===== config.mk =====
export PLATFORM = sky130hd
export DESIGN_NAME = hpm_snapshot_reader
export DESIGN_NICKNAME = d
export VERILOG_FILES = /design/src/rtl/riscv_pkg.sv /design/src/rtl/hpm_snapshot_reader.sv
export SDC_FILE = /design/constraint.sdc
export NUM_CORES = 1
export LEC_CHECK = 0
export BUFFER_PORTS_ARGS = -buffer_cell sky130_fd_sc_hd__buf_2
export CELL_PAD_IN_SITES_DETAIL_PLACEMENT = 0
export CELL_PAD_IN_SITES_GLOBAL_PLACEMENT = 2
export CORE_ASPECT_RATIO = 0.75
export CORE_MARGIN = 1
export CORE_UTILIZATION = 23
export DETAILED_ROUTE_END_ITERATION = 12
export MAX_ROUTING_LAYER = met4
export PLACE_DENSITY_LB_ADDON = 0.1
export SYNTH_ARGS = -nofsm -noshare
export SYNTH_HDL_FRONTEND = slang
export SYNTH_SLANG_ARGS = --single-unit

===== constraint.sdc =====
create_clock -name clk_i -period 2.02 [get_ports clk_i]
set_input_delay 0 -clock clk_i [delete_from_list [all_inputs] [get_ports clk_i]]
set_output_delay 0 -clock clk_i [all_outputs]
set_load 0.03 [all_outputs]

===== src/rtl/riscv_pkg.sv =====
// Shared RISC-V core definitions: CSR address map and
// the HPM snapshot reader state encoding.
package riscv_pkg;

    localparam logic [11:0] CSR_MHPM_COUNTER_3 = 12'hB03;

    typedef enum logic [2:0] {
        HPM_IDLE,
        HPM_FREEZE,
        HPM_READ,
        HPM_SEND,
        HPM_DONE
    } hpm_snap_state_e;

endpackage


===== src/rtl/hpm_snapshot_reader.sv =====
// HPM snapshot reader: freezes the hardware perf counters,
// reads (optionally clears) each one and streams it out.
module hpm_snapshot_reader
    import riscv_pkg::*;
#(
    parameter int CSR_ADDR_WIDTH   = 12,
    parameter int XLEN             = 64,
    parameter int HPM_NUM_COUNTERS = 29
) (
    input  logic                      clk_i,
    input  logic                      rstn_i,
    input  logic                      start_i,
    input  logic                      clear_on_read_i,
    input  logic                      auto_trig_en_i,
    input  logic                      count_ovf_int_req_i,
    output logic [CSR_ADDR_WIDTH-1:0] csr_addr_o,
    output logic                      csr_we_o,
    output logic [XLEN-1:0]           csr_wdata_o,
    input  logic [XLEN-1:0]           csr_rdata_i,
    output logic                      freeze_o,
    output logic                      snap_valid_o,
    input  logic                      snap_ready_i,
    output logic [4:0]                snap_idx_o,
    output logic [XLEN-1:0]           snap_data_o,
    output logic                      snap_last_o,
    output logic                      busy_o,
    output logic                      done_o
);

    if (XLEN != 64) begin : g_bad_xlen
        $error("hpm_snapshot_reader: XLEN must be 64");
    end

    if (HPM_NUM_COUNTERS < 1 || HPM_NUM_COUNTERS > 29) begin : g_bad_num
        $error("hpm_snapshot_reader: HPM_NUM_COUNTERS out of 1..29");
    end

    localparam logic [4:0] IDX_FIRST = 5'd3;
    localparam logic [4:0] IDX_LAST  = 5'(HPM_NUM_COUNTERS + 2);

    hpm_snap_state_e state_q, state_d;
    logic [4:0]      idx_q, idx_d;
    logic            clr_q, clr_d;
    logic            pend_q, pend_d;
    logic [XLEN-1:0] data_q, data_d;
    logic [4:0]      sidx_q, sidx_d;
    logic            last_q, last_d;

    logic ovf_req;
    logic trig;

    assign ovf_req = auto_trig_en_i & count_ovf_int_req_i;
    assign trig    = start_i | ovf_req | pend_q;

    // Next-state, CSR access and beat capture
    always_comb begin
        state_d     = state_q;
        idx_d       = idx_q;
        clr_d       = clr_q;
        pend_d      = pend_q;
        data_d      = data_q;
        sidx_d      = sidx_q;
        last_d      = last_q;
        csr_addr_o  = '0;
        csr_we_o    = 1'b0;
        csr_wdata_o = '0;

        // An overflow seen mid-snapshot is remembered for one more run
        if (state_q != HPM_IDLE && ovf_req) begin
            pend_d = 1'b1;
        end

        unique case (state_q)
            HPM_IDLE: begin
                if (trig) begin
                    state_d = HPM_FREEZE;
                    clr_d   = clear_on_read_i;
                    idx_d   = IDX_FIRST;
                    pend_d  = 1'b0;
                end
            end
            HPM_FREEZE: begin
                state_d = HPM_READ;
            end
            HPM_READ: begin
                csr_addr_o = CSR_ADDR_WIDTH'(CSR_MHPM_COUNTER_3)
                           + CSR_ADDR_WIDTH'(idx_q - IDX_FIRST);
                csr_we_o   = clr_q;
                data_d     = csr_rdata_i;
                sidx_d     = idx_q;
                last_d     = (idx_q == IDX_LAST);
                state_d    = HPM_SEND;
            end
            HPM_SEND: begin
                if (snap_ready_i) begin
                    if (last_q) begin
                        state_d = HPM_DONE;
                    end else begin
                        idx_d   = idx_q + 5'd1;
                        state_d = HPM_READ;
                    end
                end
            end
            HPM_DONE: begin
                state_d = HPM_IDLE;
            end
            default: begin
                state_d = HPM_IDLE;
            end
        endcase
    end

    // State and beat registers, cleared asynchronously
    always_ff @(posedge clk_i or negedge rstn_i) begin
        if (!rstn_i) begin
            state_q <= HPM_IDLE;
            idx_q   <= '0;
            clr_q   <= 1'b0;
            pend_q  <= 1'b0;
            data_q  <= '0;
            sidx_q  <= '0;
            last_q  <= 1'b0;
        end else begin
            state_q <= state_d;
            idx_q   <= idx_d;
            clr_q   <= clr_d;
            pend_q  <= pend_d;
            data_q  <= data_d;
            sidx_q  <= sidx_d;
            last_q  <= last_d;
        end
    end

    assign freeze_o     = (state_q != HPM_IDLE);
    assign busy_o       = (state_q != HPM_IDLE);
    assign done_o       = (state_q == HPM_DONE);
    assign snap_valid_o = (state_q == HPM_SEND);
    assign snap_idx_o   = sidx_q;
    assign snap_data_o  = data_q;
    assign snap_last_o  = last_q;

endmodule


---- Yosys cells after proc, flatten, opt, wreduce, memory -nomap -nowiden ----
Index checks and enable logic that the tools add are counted.
storage, ports and cells
  register bits ........................... 80
  bits in latches ......................... 0
  RAM bits ................................ 0
  ROM bits ................................ 0
  output and inout bits ................... 151
  word-level logic and storage cells ...... 41
  memories ................................ 0
operators by class
  add/sub/neg operators ................... 3
  multipliers ............................. 0
  div/mod/pow operators ................... 0
  order comparisons ....................... 0
  equal/unequal tests ..................... 8
  shift operators ......................... 0
  multiplexer cells ....................... 13
  bitwise operators ....................... 3
  reduce and logical (&&, ||, !) cells .... 7
operator list
  cell                    number
  $mux 5                  3
  $add 12x12->12 const A  1
  $mux 12                 1
  $pmux 3 s4              1
  $pmux 5 s2              1
  $mux 3                  3
  $eq 3x2->1 const B      2
  $sub 5x2->6 const B     1
  $add 5x1->5 const B     1
  $eq 5x5->1 const B      1
  $mux 1                  4
  $ne 2x2->1 const B      2
  $reduce_and 2->1        2
  $reduce_and 4->1        1
  $eq 3x1->1 const B      1
  $eq 3x3->1 const B      1
  $logic_not 3->1         1
  $reduce_bool 3->1       1
  $ne 2x1->1 const B      1
  $or 1x1->1              2
  $reduce_bool 2->1       1
  $and 1x1->1             1
  $logic_and 1x1->1       1

---- Longest topological paths before layout ----
  depth in word-level cells ............... 5
  mapped depth ............................ 7
  gate-level depth less buffers ........... 5

---- Least setup slack after synthesis ----
Ideal clock, no wire load.
  path kind ............................... register to output
  start point ............................. register state_q[0]
  end point ............................... output port csr_addr_o[3]
  arrival ................................. 1.876 ns
  required time ........................... 2.020 ns
  slack ................................... 0.144 ns
  stages on the path, launching flop included .. 6
  cell sequence ........................... dfrtp_1 > buf_2 > or3b_1 > buf_2 > or3_1 > mux2i_1
between the ends
  longest elaborated chain between the ends .. 2
ends and longest elaborated chain
  item                      line                        source
  start: declaration        hpm_snapshot_reader.sv:41   hpm_snap_state_e state_q, state_d;
  start signal: assignment  hpm_snapshot_reader.sv:124  state_q <= state_d;
  $eq 3x2->1                hpm_snapshot_reader.sv:73   unique case (state_q)
  $mux 12                   hpm_snapshot_reader.sv:73
  end: declaration          hpm_snapshot_reader.sv:16   output logic [CSR_ADDR_WIDTH-1:0] csr_addr_o,
Every way passes these cells.

---- Worst setup path after layout ----
  start point ............................. register idx_q[1]
  end point ............................... output port csr_addr_o[5]
between the ends
  longest elaborated chain between the ends .. 3
ends and longest elaborated chain
  item                      line                        source
  start: declaration        hpm_snapshot_reader.sv:42   logic [4:0] idx_q, idx_d;
  start signal: assignment  hpm_snapshot_reader.sv:125  idx_q <= idx_d;
  $sub 5x2->6               hpm_snapshot_reader.sv:87   + CSR_ADDR_WIDTH'(idx_q - IDX_FIRST);
  $add 12x12->12            hpm_snapshot_reader.sv:87
  $mux 12                   hpm_snapshot_reader.sv:73
Every way passes these cells.

==> impl_metrics.env <==
export IMPL_root_buffer="clkbuf_16"
export IMPL_cts_max_level=3
export IMPL_nFillCells=1750
export IMPL_finalCriticalPeriod_ns=1.94
export IMPL_die_h_um=113
export IMPL_power_total_mw=9.62
export IMPL_pwr_density_cell_nw_per_um2=1690
export IMPL_drtAntennaViolNets=0
export IMPL_seq_area_frac_synth_pct=52.7
export IMPL_crit_buf_inv=1
export IMPL_die_area_um2=17000
export IMPL_wire_per_inst_um=12.4
export IMPL_path_depth=5
export IMPL_diodes=0
export IMPL_netlist_instances=435
export IMPL_setup_tns_ns=0
export IMPL_p_sw_mw=4.61
export IMPL_grt_pass1_wl_um=16700
export IMPL_synth_cell_types=43
export IMPL_maxSlewViolCount=0
export IMPL_cap_violations=0
export IMPL_cts_buffers_inserted=9
export IMPL_cp_top_family="simple AND/OR/NAND/NOR gates"
export IMPL_first_pass_iters=4
export IMPL_ys_ff_latch=80
export IMPL_synthToLayoutAreaGrowth_pct=49.4
export IMPL_drive_gt1_share_pct=29.9
export IMPL_worstHoldPathType="in2reg"
export IMPL_endpoint_kind="output port"
export IMPL_cp_slowest_stage_delay_ns=0.53
export IMPL_yosys_warnings=0
export IMPL_cp_slowest_cell="or4_1"
export IMPL_path_class="reg2out"
export IMPL_io_buffers=156
export IMPL_status="finished, final reports clean"
export IMPL_cp_arrival_ns=1.94
export IMPL_hold_depth=5
export IMPL_clkSinkCount=80
export IMPL_post_synth_instance_area_um2=3800
export IMPL_grt_max_degree=40
export IMPL_avgViaCountPerCell=3.84
export IMPL_tightest_slew_ns=0.521
export IMPL_start_util_pct=23.7
export IMPL_clockPowerShare_pct=17.4
export IMPL_grt_use_total_pct=13.2
export IMPL_clk_pin_slew_ns=0.06
export IMPL_nets=739
export IMPL_syn_avg_cell_area_um2=8.74
export IMPL_required_ns=2.02
export IMPL_setup_viol=0
export IMPL_ctsLongestPathBuffers=2
export IMPL_drt_first_iter_violations=112
export IMPL_grt_pass1_vias=3290
export IMPL_finalHoldViolCount=0
export IMPL_route_vias_total=3371
export IMPL_cp_start_kind="register"
export IMPL_clkLatencyLatePin_ns=0.34
export IMPL_num_rows=40
export IMPL_reg2reg_slack_ns=0.42
export IMPL_dp_cells=791
export IMPL_finClkSkew_ns=0.0121
export IMPL_cts_tree="built"
export IMPL_ir_drop_v=0.000642
export IMPL_coreArea_um2=16100
export IMPL_grt_antenna_before_repair=0
export IMPL_drc=0
export IMPL_globalplace_congestion=0.703
export IMPL_die_w_um=150
export IMPL_crit_fanout=5
export IMPL_overflow=0
export IMPL_p_leak_nw=3.14
export IMPL_wirelength_um=10900
export IMPL_post_dp_hpwl_um=7510
export IMPL_io_pins=222
export IMPL_netSwitchingFraction_pct=47.9
export IMPL_power_internal_mw=5.01
export IMPL_sequentialPowerShare_pct=29.1
export IMPL_clock_fmax_ghz=0.515
export IMPL_finalCritPeriodShare_pct=96.2
export IMPL_comb_power_share_pct=53.5
export IMPL_layout_cells_non_filler=878
export IMPL_reg2regPathDepth=5
export IMPL_max_slew_margin_rel_pct=65.2
export IMPL_crit_chain="ha_4, nor2b_1, or4_1, a21oi_2, buf_6"
metal layers:
metal	routed length [um]	part of all wire [%]	global-route usage, %	vias up
met5	0	0	-	-
met4	93	0.85	3.03	0
met1	5340	49	17.7	1558
li1	-	-	-	1683
met2	4870	45	20.0	120
met3	620	5.7	3.06	10
layout by cell type, fill, tap and decap left out, types with 2 or more instances in the layout:
| cell type | Yosys | final |
|---|---|---|
| dfrtp_2 | 0 | 2 |
| and2_1 | 2 | 2 |
| dlygate4sd3_1 | 0 | 69 |
| buf_2 | 13 | 152 |
| dfrtp_1 | 80 | 78 |
| a21oi_1 | 5 | 4 |
| or3_1 | 2 | 2 |
| mux2i_1 | 2 | 2 |
| and3_1 | 3 | 3 |
| or2_2 | 2 | 2 |
| a21o_1 | 2 | 2 |
| nand2_1 | 205 | 205 |
| buf_4 | 67 | 18 |
| mux2_2 | 2 | 2 |
| clkbuf_16 | 0 | 9 |
| conb_1 | 1 | 65 |
| xnor2_1 | 2 | 2 |
| nor2_1 | 5 | 4 |
| inv_1 | 4 | 4 |
| buf_6 | 0 | 3 |
| bufinv_16 | 0 | 2 |
| o21ai_0 | 5 | 5 |
sequential cells by signal, indices dropped and copies added, names as in the netlist:
register	count
snap_data_o	64
idx_q	5
snap_idx_o	5
state_q	3
clr_q	1
pend_q	1
snap_last_o	1
cells in the mapped netlist:
master | instances | share of area (%)
nand4b_1 | 1 | 0.23
inv_1 | 4 | 0.40
nand4_1 | 1 | 0.16
o311ai_0 | 1 | 0.23
o311a_1 | 1 | 0.26
inv_2 | 1 | 0.099
a2bb2oi_1 | 1 | 0.23
a2111oi_1 | 1 | 0.26
ha_1 | 2 | 0.66
and3_1 | 3 | 0.49
a21oi_1 | 5 | 0.66
conb_1 | 1 | 0.099
or4_1 | 1 | 0.20
mux2i_1 | 2 | 0.53
o221ai_1 | 1 | 0.23
mux2_2 | 2 | 0.59
buf_2 | 13 | 1.7
or3b_1 | 1 | 0.23
xnor2_1 | 2 | 0.46
xor2_1 | 1 | 0.23
a41oi_1 | 1 | 0.23
a211oi_1 | 1 | 0.20
o22ai_1 | 1 | 0.16
nor3b_1 | 1 | 0.20
nor3_1 | 1 | 0.13
dfrtp_1 | 80 | 53
buf_4 | 67 | 13
or2_2 | 2 | 0.33
clkbuf_1 | 7 | 0.69
nor2_1 | 5 | 0.49
o22a_1 | 1 | 0.23
and3b_1 | 1 | 0.23
or3_1 | 2 | 0.33
a21o_1 | 2 | 0.40
nand2_1 | 205 | 20
o211ai_1 | 1 | 0.20
or4b_2 | 1 | 0.26
nor2b_1 | 1 | 0.16
and2_1 | 2 | 0.33
and4b_1 | 1 | 0.26
o21ai_0 | 5 | 0.66
nand2b_1 | 1 | 0.16
o21bai_1 | 1 | 0.20
worst register-to-register path, delay by kind of cell, from the launching register on:
family                 cells  cell delay, ns
buffers and inverters      2            0.49
flip-flops                 1            0.42
AND/OR/NAND/NOR            3            0.62
per-stage QoR:
stage	util (%)	hold WS, ns	setup slack [ns]	cell area (um2)
global placement	28.7	-0.00227	0.220	4600
floorplan	-	-0.296	0.144	4040
detailed placement	28.7	0.0110	0.212	4600
global route	35.3	0.177	-0.000486	5680
CTS	35.1	0.151	0.00416	5640
finish	35.3	0.157	0.0772	5680
final cells by class:
cell class | instances | area, um2 | area share (%)
sequential | 80 | 2000 | 35.3
timing repair buffer | 243 | 1640 | 28.9
multi-input combinational | 327 | 1450 | 25.6
tap | 210 | 263 | 4.63
clock buffer | 9 | 225 | 3.97
clock inverter | 4 | 72.6 | 1.28
inverter | 5 | 21.3 | 0.375
kinds of logic after synthesis:
group | count (synthesis) | synth area share [%]
buffers and inverters | 92 | 16.1
muxes | 4 | 1.12
xor gates and xnor gates | 3 | 0.692
adders and majority gates | 2 | 0.658
DFF | 80 | 52.7
AOI/OAI and AO/OA | 23 | 4.15
and+or+nand+nor | 230 | 24.5
other | 1 | 0.0987
timing repair:
item	4_1_cts	5_1_grt
setup buffers	3	2
endpoints found under the hold margin	99	0
pin swaps	0	1
gates cloned	0	0
endpoints found under the setup margin	9	9
resized for setup	8	7
hold buffers	69	0
power by group through the flow:
| stage | clock network, mW | registers (mW) | logic [mW] |
|---|---|---|---|
| floorplan | 0 | 4.11 | 2.20 |
| global placement | 0 | 2.81 | 4.94 |
| detailed placement | 0 | 2.81 | 4.97 |
| CTS | 1.76 | 2.80 | 5.18 |
| global route | 1.83 | 2.90 | 5.62 |
| finish | 1.67 | 2.80 | 5.14 |
worst paths after layout:
path                                  from         endpoint
max in group asynchronous           rstn_i  snap_data_o[21]
hold reg to reg            snap_data_o[14]  snap_data_o[14]
min in group asynchronous           rstn_i  snap_data_o[35]
setup reg to reg                state_q[2]  snap_data_o[57]
hold / removal                     start_i       state_q[0]
setup / recovery                  idx_q[1]    csr_addr_o[5]
Power figures use the tool's default switching activity.
